$ cat config.mk
export PLATFORM = sky130hd
export DESIGN_NAME = aw_chan_buffer
export DESIGN_NICKNAME = d
export VERILOG_FILES = /design/src/rtl/aw_chan_buffer.sv
export SDC_FILE = /design/constraint.sdc
export NUM_CORES = 1
export LEC_CHECK = 0
export ABC_AREA = 1
export BUFFER_PORTS_ARGS = -buffer_cell sky130_fd_sc_hd__buf_4
export CORE_MARGIN = 2
export CORE_UTILIZATION = 45
export CTS_CLUSTER_DIAMETER = 150
export DETAILED_ROUTE_END_ITERATION = 7
export PLACE_DENSITY_LB_ADDON = 0.08
export SYNTH_ARGS = -nofsm -noshare
export SYNTH_HDL_FRONTEND = slang
export SYNTH_SLANG_ARGS = --single-unit
$ cat constraint.sdc
create_clock -name clk_i -period 23.6 [get_ports clk_i]
set_input_delay 3.54 -clock clk_i [delete_from_list [all_inputs] [get_ports clk_i]]
set_output_delay 3.54 -clock clk_i [all_outputs]
set_load 0.005 [all_outputs]
$ cat src/rtl/aw_chan_buffer.sv
// -----------------------------------------------------------------------------
// aw_chan_buffer
//
// Buffered AXI write-address (AW) channel stage. AW beats accepted on the
// slave side (inp_*) are stored in a DEPTH-entry FIFO and presented strictly
// in order on the master side (oup_*). The inp/oup valid/ready pairs are the
// handshake taps a downstream performance monitor observes, so they follow
// plain AXI rules: no push-through when full, payload stable while valid.
//
// Local statistics:
//   usage_o     - entries currently held
//   hwm_o       - highest usage since reset or the last stat_clr_i
//   stall_cnt_o - saturating count of cycles with oup valid high, ready low
//
// Ports:
//   clk_i, rst_i          clock, asynchronous active-high reset
//   stat_clr_i            synchronous clear of hwm_o / stall_cnt_o
//   inp_aw_*              slave-side AW channel (valid/addr/len/size/id/ready)
//   oup_aw_*              master-side AW channel (valid/addr/len/size/id/ready)
//   usage_o, hwm_o        occupancy and high-water mark
//   stall_cnt_o           back-pressure stall counter
// -----------------------------------------------------------------------------
module aw_chan_buffer #(
  parameter int DEPTH      = 4,
  parameter int ADDR_WIDTH = 64,
  parameter int ID_WIDTH   = 4,
  parameter int CNT_WIDTH  = 32
) (
  input  logic                    clk_i,
  input  logic                    rst_i,
  input  logic                    stat_clr_i,

  input  logic                    inp_aw_valid_i,
  input  logic [ADDR_WIDTH-1:0]   inp_aw_addr_i,
  input  logic [7:0]              inp_aw_len_i,
  input  logic [2:0]              inp_aw_size_i,
  input  logic [ID_WIDTH-1:0]     inp_aw_id_i,
  output logic                    inp_aw_ready_o,

  output logic                    oup_aw_valid_o,
  output logic [ADDR_WIDTH-1:0]   oup_aw_addr_o,
  output logic [7:0]              oup_aw_len_o,
  output logic [2:0]              oup_aw_size_o,
  output logic [ID_WIDTH-1:0]     oup_aw_id_o,
  input  logic                    oup_aw_ready_i,

  output logic [$clog2(DEPTH):0]  usage_o,
  output logic [$clog2(DEPTH):0]  hwm_o,
  output logic [CNT_WIDTH-1:0]    stall_cnt_o
);

  localparam int PTR_W   = $clog2(DEPTH);
  localparam int USAGE_W = PTR_W + 1;
  localparam int ENTRY_W = ADDR_WIDTH + 8 + 3 + ID_WIDTH;

  localparam logic [USAGE_W-1:0] FULL_LVL = USAGE_W'(DEPTH);

  // Storage and state
  logic [ENTRY_W-1:0]   r_mem [DEPTH];
  logic [PTR_W-1:0]     r_wr_ptr;
  logic [PTR_W-1:0]     r_rd_ptr;
  logic [USAGE_W-1:0]   r_usage;
  logic [USAGE_W-1:0]   r_hwm;
  logic [CNT_WIDTH-1:0] r_stall_cnt;

  // Combinational helpers
  logic                 w_full;
  logic                 w_empty;
  logic                 w_push;
  logic                 w_pop;
  logic                 w_stall;
  logic [USAGE_W-1:0]   w_usage_next;
  logic [ENTRY_W-1:0]   w_wr_entry;
  logic [ENTRY_W-1:0]   w_head;

  // Ready depends only on our own occupancy, never on oup_aw_ready_i, so a
  // full buffer stays unready for the whole cycle even if it pops.
  assign w_full   = (r_usage == FULL_LVL);
  assign w_empty  = (r_usage == '0);
  assign w_push   = inp_aw_valid_i & ~w_full;
  assign w_pop    = ~w_empty & oup_aw_ready_i;
  assign w_stall  = ~w_empty & ~oup_aw_ready_i;

  assign w_usage_next = r_usage + USAGE_W'(w_push) - USAGE_W'(w_pop);

  assign w_wr_entry = {inp_aw_addr_i, inp_aw_len_i, inp_aw_size_i, inp_aw_id_i};
  assign w_head     = r_mem[r_rd_ptr];

  assign inp_aw_ready_o = ~w_full;
  assign oup_aw_valid_o = ~w_empty;
  assign {oup_aw_addr_o, oup_aw_len_o, oup_aw_size_o, oup_aw_id_o} = w_head;

  assign usage_o     = r_usage;
  assign hwm_o       = r_hwm;
  assign stall_cnt_o = r_stall_cnt;

  // NOTE: the storage array is reset as well, so the payload outputs read 0
  // after reset instead of exposing stale beats; it costs a reset on every
  // storage flop, which is acceptable at these small depths.
  always_ff @(posedge clk_i or posedge rst_i) begin
    if (rst_i) begin
      for (int i = 0; i < DEPTH; i++) begin
        r_mem[i] <= '0;
      end
    end else if (w_push) begin
      // NOTE: non-blocking assignments everywhere in clocked blocks, so every
      // read in this cycle sees the pre-edge state regardless of block order.
      r_mem[r_wr_ptr] <= w_wr_entry;
    end
  end

  // Pointers wrap naturally modulo DEPTH (power of two); usage disambiguates
  // full from empty.
  always_ff @(posedge clk_i or posedge rst_i) begin
    if (rst_i) begin
      r_wr_ptr <= '0;
      r_rd_ptr <= '0;
      r_usage  <= '0;
    end else begin
      if (w_push) r_wr_ptr <= r_wr_ptr + PTR_W'(1);
      if (w_pop)  r_rd_ptr <= r_rd_ptr + PTR_W'(1);
      r_usage <= w_usage_next;
    end
  end

  // High-water mark tracks usage_next so it agrees with usage_o next cycle;
  // a clear restarts it from the current occupancy rather than from zero.
  always_ff @(posedge clk_i or posedge rst_i) begin
    if (rst_i) begin
      r_hwm <= '0;
    end else if (stat_clr_i || (w_usage_next > r_hwm)) begin
      r_hwm <= w_usage_next;
    end
  end

  // Saturating stall counter; clear has priority over a concurrent stall.
  always_ff @(posedge clk_i or posedge rst_i) begin
    if (rst_i) begin
      r_stall_cnt <= '0;
    end else if (stat_clr_i) begin
      r_stall_cnt <= '0;
    end else if (w_stall && (r_stall_cnt != '1)) begin
      r_stall_cnt <= r_stall_cnt + CNT_WIDTH'(1);
    end
  end

endmodule

# Word-level counts from Yosys, hierarchy flattened

Index checks and enable logic that the tools add are counted.

Bits in registers: 358
Input port bits: 84
Output and inout bits: 119
Word-level logic and storage cells: 41

Add/sub/neg operators: 5
$lt $le $gt $ge: 4
Equality and inequality tests: 2
Muxes and demuxes: 8
Bitwise logic cells: 8
Reductions and logical operators: 5

Operator list:

| cell                                                                 | count |
|---|---|
| 316-bit bitwise mux                                                  | 1 |
| 79-bit 2-to-1 mux                                                    | 3 |
| 79-bit binary-select mux with 2-bit select                           | 1 |
| 79-bit demux with 2-bit select                                       | 1 |
| 32-bit 2-to-1 mux                                                    | 2 |
| 32-bit by 1-bit adder with 32-bit output, second input constant      | 1 |
| 32-bit inequality test, second input constant                        | 1 |
| 3-bit greater-or-equal comparator, second input constant             | 2 |
| 2-bit inverter with 3-bit output                                     | 2 |
| 2-bit by 1-bit adder with 2-bit output, second input constant        | 2 |
| 3-bit by 1-bit adder with 3-bit output                               | 1 |
| 1-bit bitwise AND                                                    | 3 |
| 3-bit equality test, second input constant                           | 1 |
| 3-bit greater-than comparator                                        | 1 |
| 3-bit zero test                                                      | 1 |
| 3-bit by 1-bit < comparator with 1-bit output, second input constant | 1 |
| 1-bit inverter                                                       | 3 |
| 3-bit by 1-bit subtractor with 3-bit output                          | 1 |
| 1-bit logical AND                                                    | 2 |
| 2-bit nonzero test                                                   | 1 |
| 1-bit logical OR                                                     | 1 |

# Depth between registers and ports, before layout

Word-level depth: 7
Mapped depth: 16
Mapped depth without buffers: 16

# Worst setup path before layout

No wires, ideal clock.

Kind: input -> register
Start: input port oup_aw_ready_i
End: register r_hwm[2], in the netlist hwm_o[2]
Setup time: 0.126 ns
Arrival: 5.467 ns
Required time: 23.474 ns
Path slack: 18.007 ns
Stages: 14
Path buffers: 0
Path through: nand2_1 > inv_1 > ha_1 > inv_1 > ha_1 > fa_1 > xor2_1 > ha_1 > a21oi_1 > o21ai_0 > nand2_1 > nand2_1 > nand2_1 > o21ai_0

Word-level cells in the longest chain between the ends: 4

Ends and longest elaborated chain:

| item                                            | RTL line | source |
|---|---|---|
| from (decl)                                     | 45       | `input logic oup_aw_ready_i,` |
| 1-bit bitwise AND (*)                           | 81       | `assign w_pop = ~w_empty & oup_aw_ready_i;` |
| named net w_pop                                 | 70       | `logic w_pop;` |
| 3-bit by 1-bit subtractor with 3-bit output (*) | 84       | `assign w_usage_next = r_usage + USAGE_W'(w_push) - USAGE_W'(w_pop);` |
| named net w_usage_next[2]                       | 72       | `logic [USAGE_W-1:0] w_usage_next;` |
| 3-bit greater-than comparator                   | 131      | `end else if (stat_clr_i \|\| (w_usage_next > r_hwm)) begin` |
| 1-bit logical OR                                | 131      |  |
| to (signal assigned)                            | 132      | `r_hwm <= w_usage_next;` |
| to (decl)                                       | 63       | `logic [USAGE_W-1:0] r_hwm;` |

The timed path passes the listed nets; every way through them passes the cells marked *.
A chain may end at the register's enable or synchronous reset.

# Worst setup path in the final report

Start: register r_rd_ptr[0]
End: output port oup_aw_addr_o[61]

Word-level cells in the longest chain between the ends: 4

Ends and longest elaborated chain:

| item                                                   | RTL line | source |
|---|---|---|
| from (decl)                                            | 61       | `logic [PTR_W-1:0] r_rd_ptr;` |
| from (signal assigned)                                 | 121      | `if (w_pop) r_rd_ptr <= r_rd_ptr + PTR_W'(1);` |
| 2-bit inverter with 3-bit output (implied by the code) | 87       | `assign w_head = r_mem[r_rd_ptr];` |
| 79-bit binary-select mux with 2-bit select             | 87       |  |
| 79-bit 2-to-1 mux (implied by the code) (2 in series)  | 87       |  |
| to (decl)                                              | 41       | `output logic [ADDR_WIDTH-1:0] oup_aw_addr_o,` |

No other way between the ends. The select of a mux whose other input is x is not followed.

==> metrics.md <==
| Metric | Value |
|---|---|
| Postcts setup bufs | `0` |
| Initial DRT Pass Iterations | `5` |
| Crit. End Element | `primary output` |
| Setup WS post-layout | `around 17 ns` |
| Die height | `a little under 200 um` |
| DIE AREA | `38400 um^2` |
| Internal | `around 1.8 mW` |
| Core footprint | `36400 um^2` |
| P_leak | `~8.6 nW` |
| Gr ovfl total | `0` |
| Via count | `about 12000` |
| Hold_sp | `r_mem[112]$_DFFE_PP0P_` |
| Crit path kind | `reg2out` |
| Clock-pin slew of the registers on the worst-case setup and hold paths | `around 0.06 ns` |
| Post-synth EDFFs | `0` |
| Post-DRT Antenna Nets | `0` |
| Post-CTS Resized | `0` |
| Hold Path Class | `reg2reg` |
| Total Wirelength | `roughly 41 mm` |
| Worst reg2reg startpoint | `usage_o[0]$_DFF_PP0_` |
| Pin count of the biggest net entering global routing | `183` |
| Syn Area/Cell | `roughly 11 um^2` |
| DP HPWL | `about 24 mm` |
| Htree depth | `2` |
| Cts hold-fix bufs | `0` |
| Area share of the largest cell type after synthesis | `between 50 and 60%` |
| Finished Core Util | `between 50% and 60%` |
| F_max | `0.142 GHz` |
| DRT iter0 DRCs | `between 500 and 600` |
| CP max FO | `roughly 80` |
| DP Cell Count | `roughly 2100` |
| Most frequent cell after synthesis | `dfrtp_1` |
| Final critical-path required period | `approximately 7.0 ns` |
| Rows | `70` |
| Yosys reg bits | `358` |
| Die X | `~200 um` |
| Max-slew violation count | `0` |
| Total Power | `around 2.8 mW` |
| Power per standard cell area | `about 140 nW/um^2` |
| Startpoint types | `flip-flop` |
| Max_cap viols | `0` |
| Final hold violation count | `0` |
| Reg power frac | `around two fifths` |
| Non-filler cells in the finished layout | `around 2200` |
| Setup total negative slack | `0 ns` |
| Synth cell count leaders | `dfrtp_1, mux2_2, nor2_1` |
| Main flop type after synthesis | `dfrtp_1` |
| Antenna diodes | `0` |
| Final worst-path cycle share | `between 20% and 30%` |
| First-pass GRT wire length | `around 67 mm` |
| DR vias/cell | `roughly 5.4` |
| Synthesized instance count | `approximately 1500` |
| CTS Buffer Depth | `3` |
| Clk_skew | `roughly 0.015 ns` |
| Outcome | `completed` |
| Clock sink total | `358` |
| Port-buffer cells | `between 200 and 250` |
| Hold_ws | `slightly below 0.5 ns` |
| Ports | `203` |
| Switching part of the total | `between 30 and 40%` |
| Worst slew margin | `between 30% and 40%` |
| Worst slew pin tran | `between 0.9 and 1 ns` |
| Cell Area, Placed | `18400 um^2` |
| CTS tree | `built` |
| Synthesized Nets | `between 1500 and 2000` |
| Pre-CTS setup slack | `between 15 and 20 ns` |
| RSZ-0062 raised after global routing | `no` |
| Final nets | `between 1500 and 2000` |
| Antenna violations before repair | `0` |
| Share of cells above drive strength 1 | `35.0%` |
| Num CTS Buffers | `40` |
| Clock network fraction of design power | `20.7%` |
| Synth unique cells | `34` |
| NetSw | `952 uW` |
| Register area share after synthesis | `54.0%` |
| Root Buffer Master | `clkbuf_16` |
| Syn Std Cell Area | `about 17000 um^2` |
| Initial Utilization | `45.5%` |
| Synth area leaders | `dfrtp_1, mux2_2, o21ai_0, nor2_1, nand2_1` |
| GRT Util Overall | `approximately 22%` |
| Worst path required time | `around 20 ns` |
| # DRC | `0` |
| Crit path from | `r_rd_ptr[0]$_DFFE_PP0P_` |
| Ys async rst share | `between 90% and 100%` |
| Post-route cell area | `19600 um^2` |
| Max VDD drop | `0.0670 mV` |
| Routed len/inst | `18.9 um` |
| WP data arrival | `roughly 3.5 ns` |
| Number of synthesis warnings | `0` |
| Finish-stage setup viols | `0` |
| # fillers | `3308` |
| Comb power frac | `between 40% and 50%` |
| Vias in the first global route | `between 10000 and 15000` |
| Layout area overhead | `18.0%` |
| Clock latency on the worst-skew pair | `approximately 0.54 ns` |
| Top cell type by total area after synthesis | `dfrtp_1` |
| RePlAce Congestion | `0.772` |
[placed cells by master, fill, tap and decap left out, types with 2 or more instances in the layout]
cell and instances:
xnor2_1 3, a21oi_1 6, o22ai_1 79, o21ai_1 5
nand4_1 12, clkbuf_8 4, nand2_4 4, mux2_1 6
nor2_2 3, nand2_1 151, nor2_1 220, nand2_2 4
clkinv_2 7, or2_2 2, buf_4 213, o21ai_0 167
xor2_1 8, nand3_1 30, nor2_4 6, clkbuf_1 17
mux2_2 310, dfrtp_1 356, clkbuf_16 41, inv_2 2
ha_1 10, inv_1 45
[kinds of logic after synthesis]
logic type,count (synthesis),synth area share (%)
muxes,316,21.4
AOI/OAI and AO/OA,258,8.39
and+or+nand+nor,436,11.0
xor gates and xnor gates,11,0.581
buffers and inverters,142,3.78
adders and majority gates,11,0.875
DFF,358,54.0
[final cells by class]
class	count	area (um^2)	share of cell area, %
Inverter	51	206	1.05
Tap cell	468	586	2.99
Clock inverter	7	35.0	0.179
Timing Repair Buffer	214	1620	8.27
Sequential cell	358	8960	45.8
Clock buffer	62	1140	5.85
Multi-Input combinational cell	1032	7020	35.9
[final timing paths]
check                                     endpoint  slack [ns]  cells past startpoint
setup / recovery                 oup_aw_addr_o[61]       16.57                      5
hold / removal              r_mem[112]$_DFFE_PP0P_        0.48                      1
setup reg to reg              hwm_o[2]$_DFFE_PP0P_       20.60                     16
hold reg to reg             r_mem[112]$_DFFE_PP0P_        0.48                      1
max in group asynchronous  r_rd_ptr[0]$_DFFE_PP0P_       18.88                      3
min in group asynchronous     r_mem[7]$_DFFE_PP0P_        3.18                      2
[flip-flops by register name (all words and copies together), names as in the netlist]
register / cells
r_rd_ptr: 2
r_wr_ptr: 2
usage_o: 3
hwm_o: 3
r_mem: 316
stall_cnt_o: 32
[critical path, cell delays in order, from the launching register on]
cell and delay [ns]:
dfrtp_4 0.81, inv_4 0.73, buf_4 0.76, o21ai_0 0.20
o22ai_1 0.18, buf_4 0.15
[power by group through the flow]
stage	Sequential, mW	Combinational, mW	Clock [mW]
floorplan	1.01	0.768	0
global placement	1.07	1.14	0
detailed placement	1.07	1.16	0
CTS	1.07	1.16	0.593
global route	1.11	1.27	0.617
finish	1.07	1.14	0.576
[per-layer routing]
metal | global-route usage (%) | share of wire [%] | wire length [um] | vias to the layer above
met5 | 0 | 0 | 0 | -
met4 | 5.67 | 1.9 | 771 | 0
met3 | 5.67 | 6.2 | 2580 | 54
met2 | 35.2 | 47 | 19300 | 233
met1 | 30.0 | 45 | 18800 | 6046
li1 | - | - | - | 5596
Power figures use the tool's default switching activity.
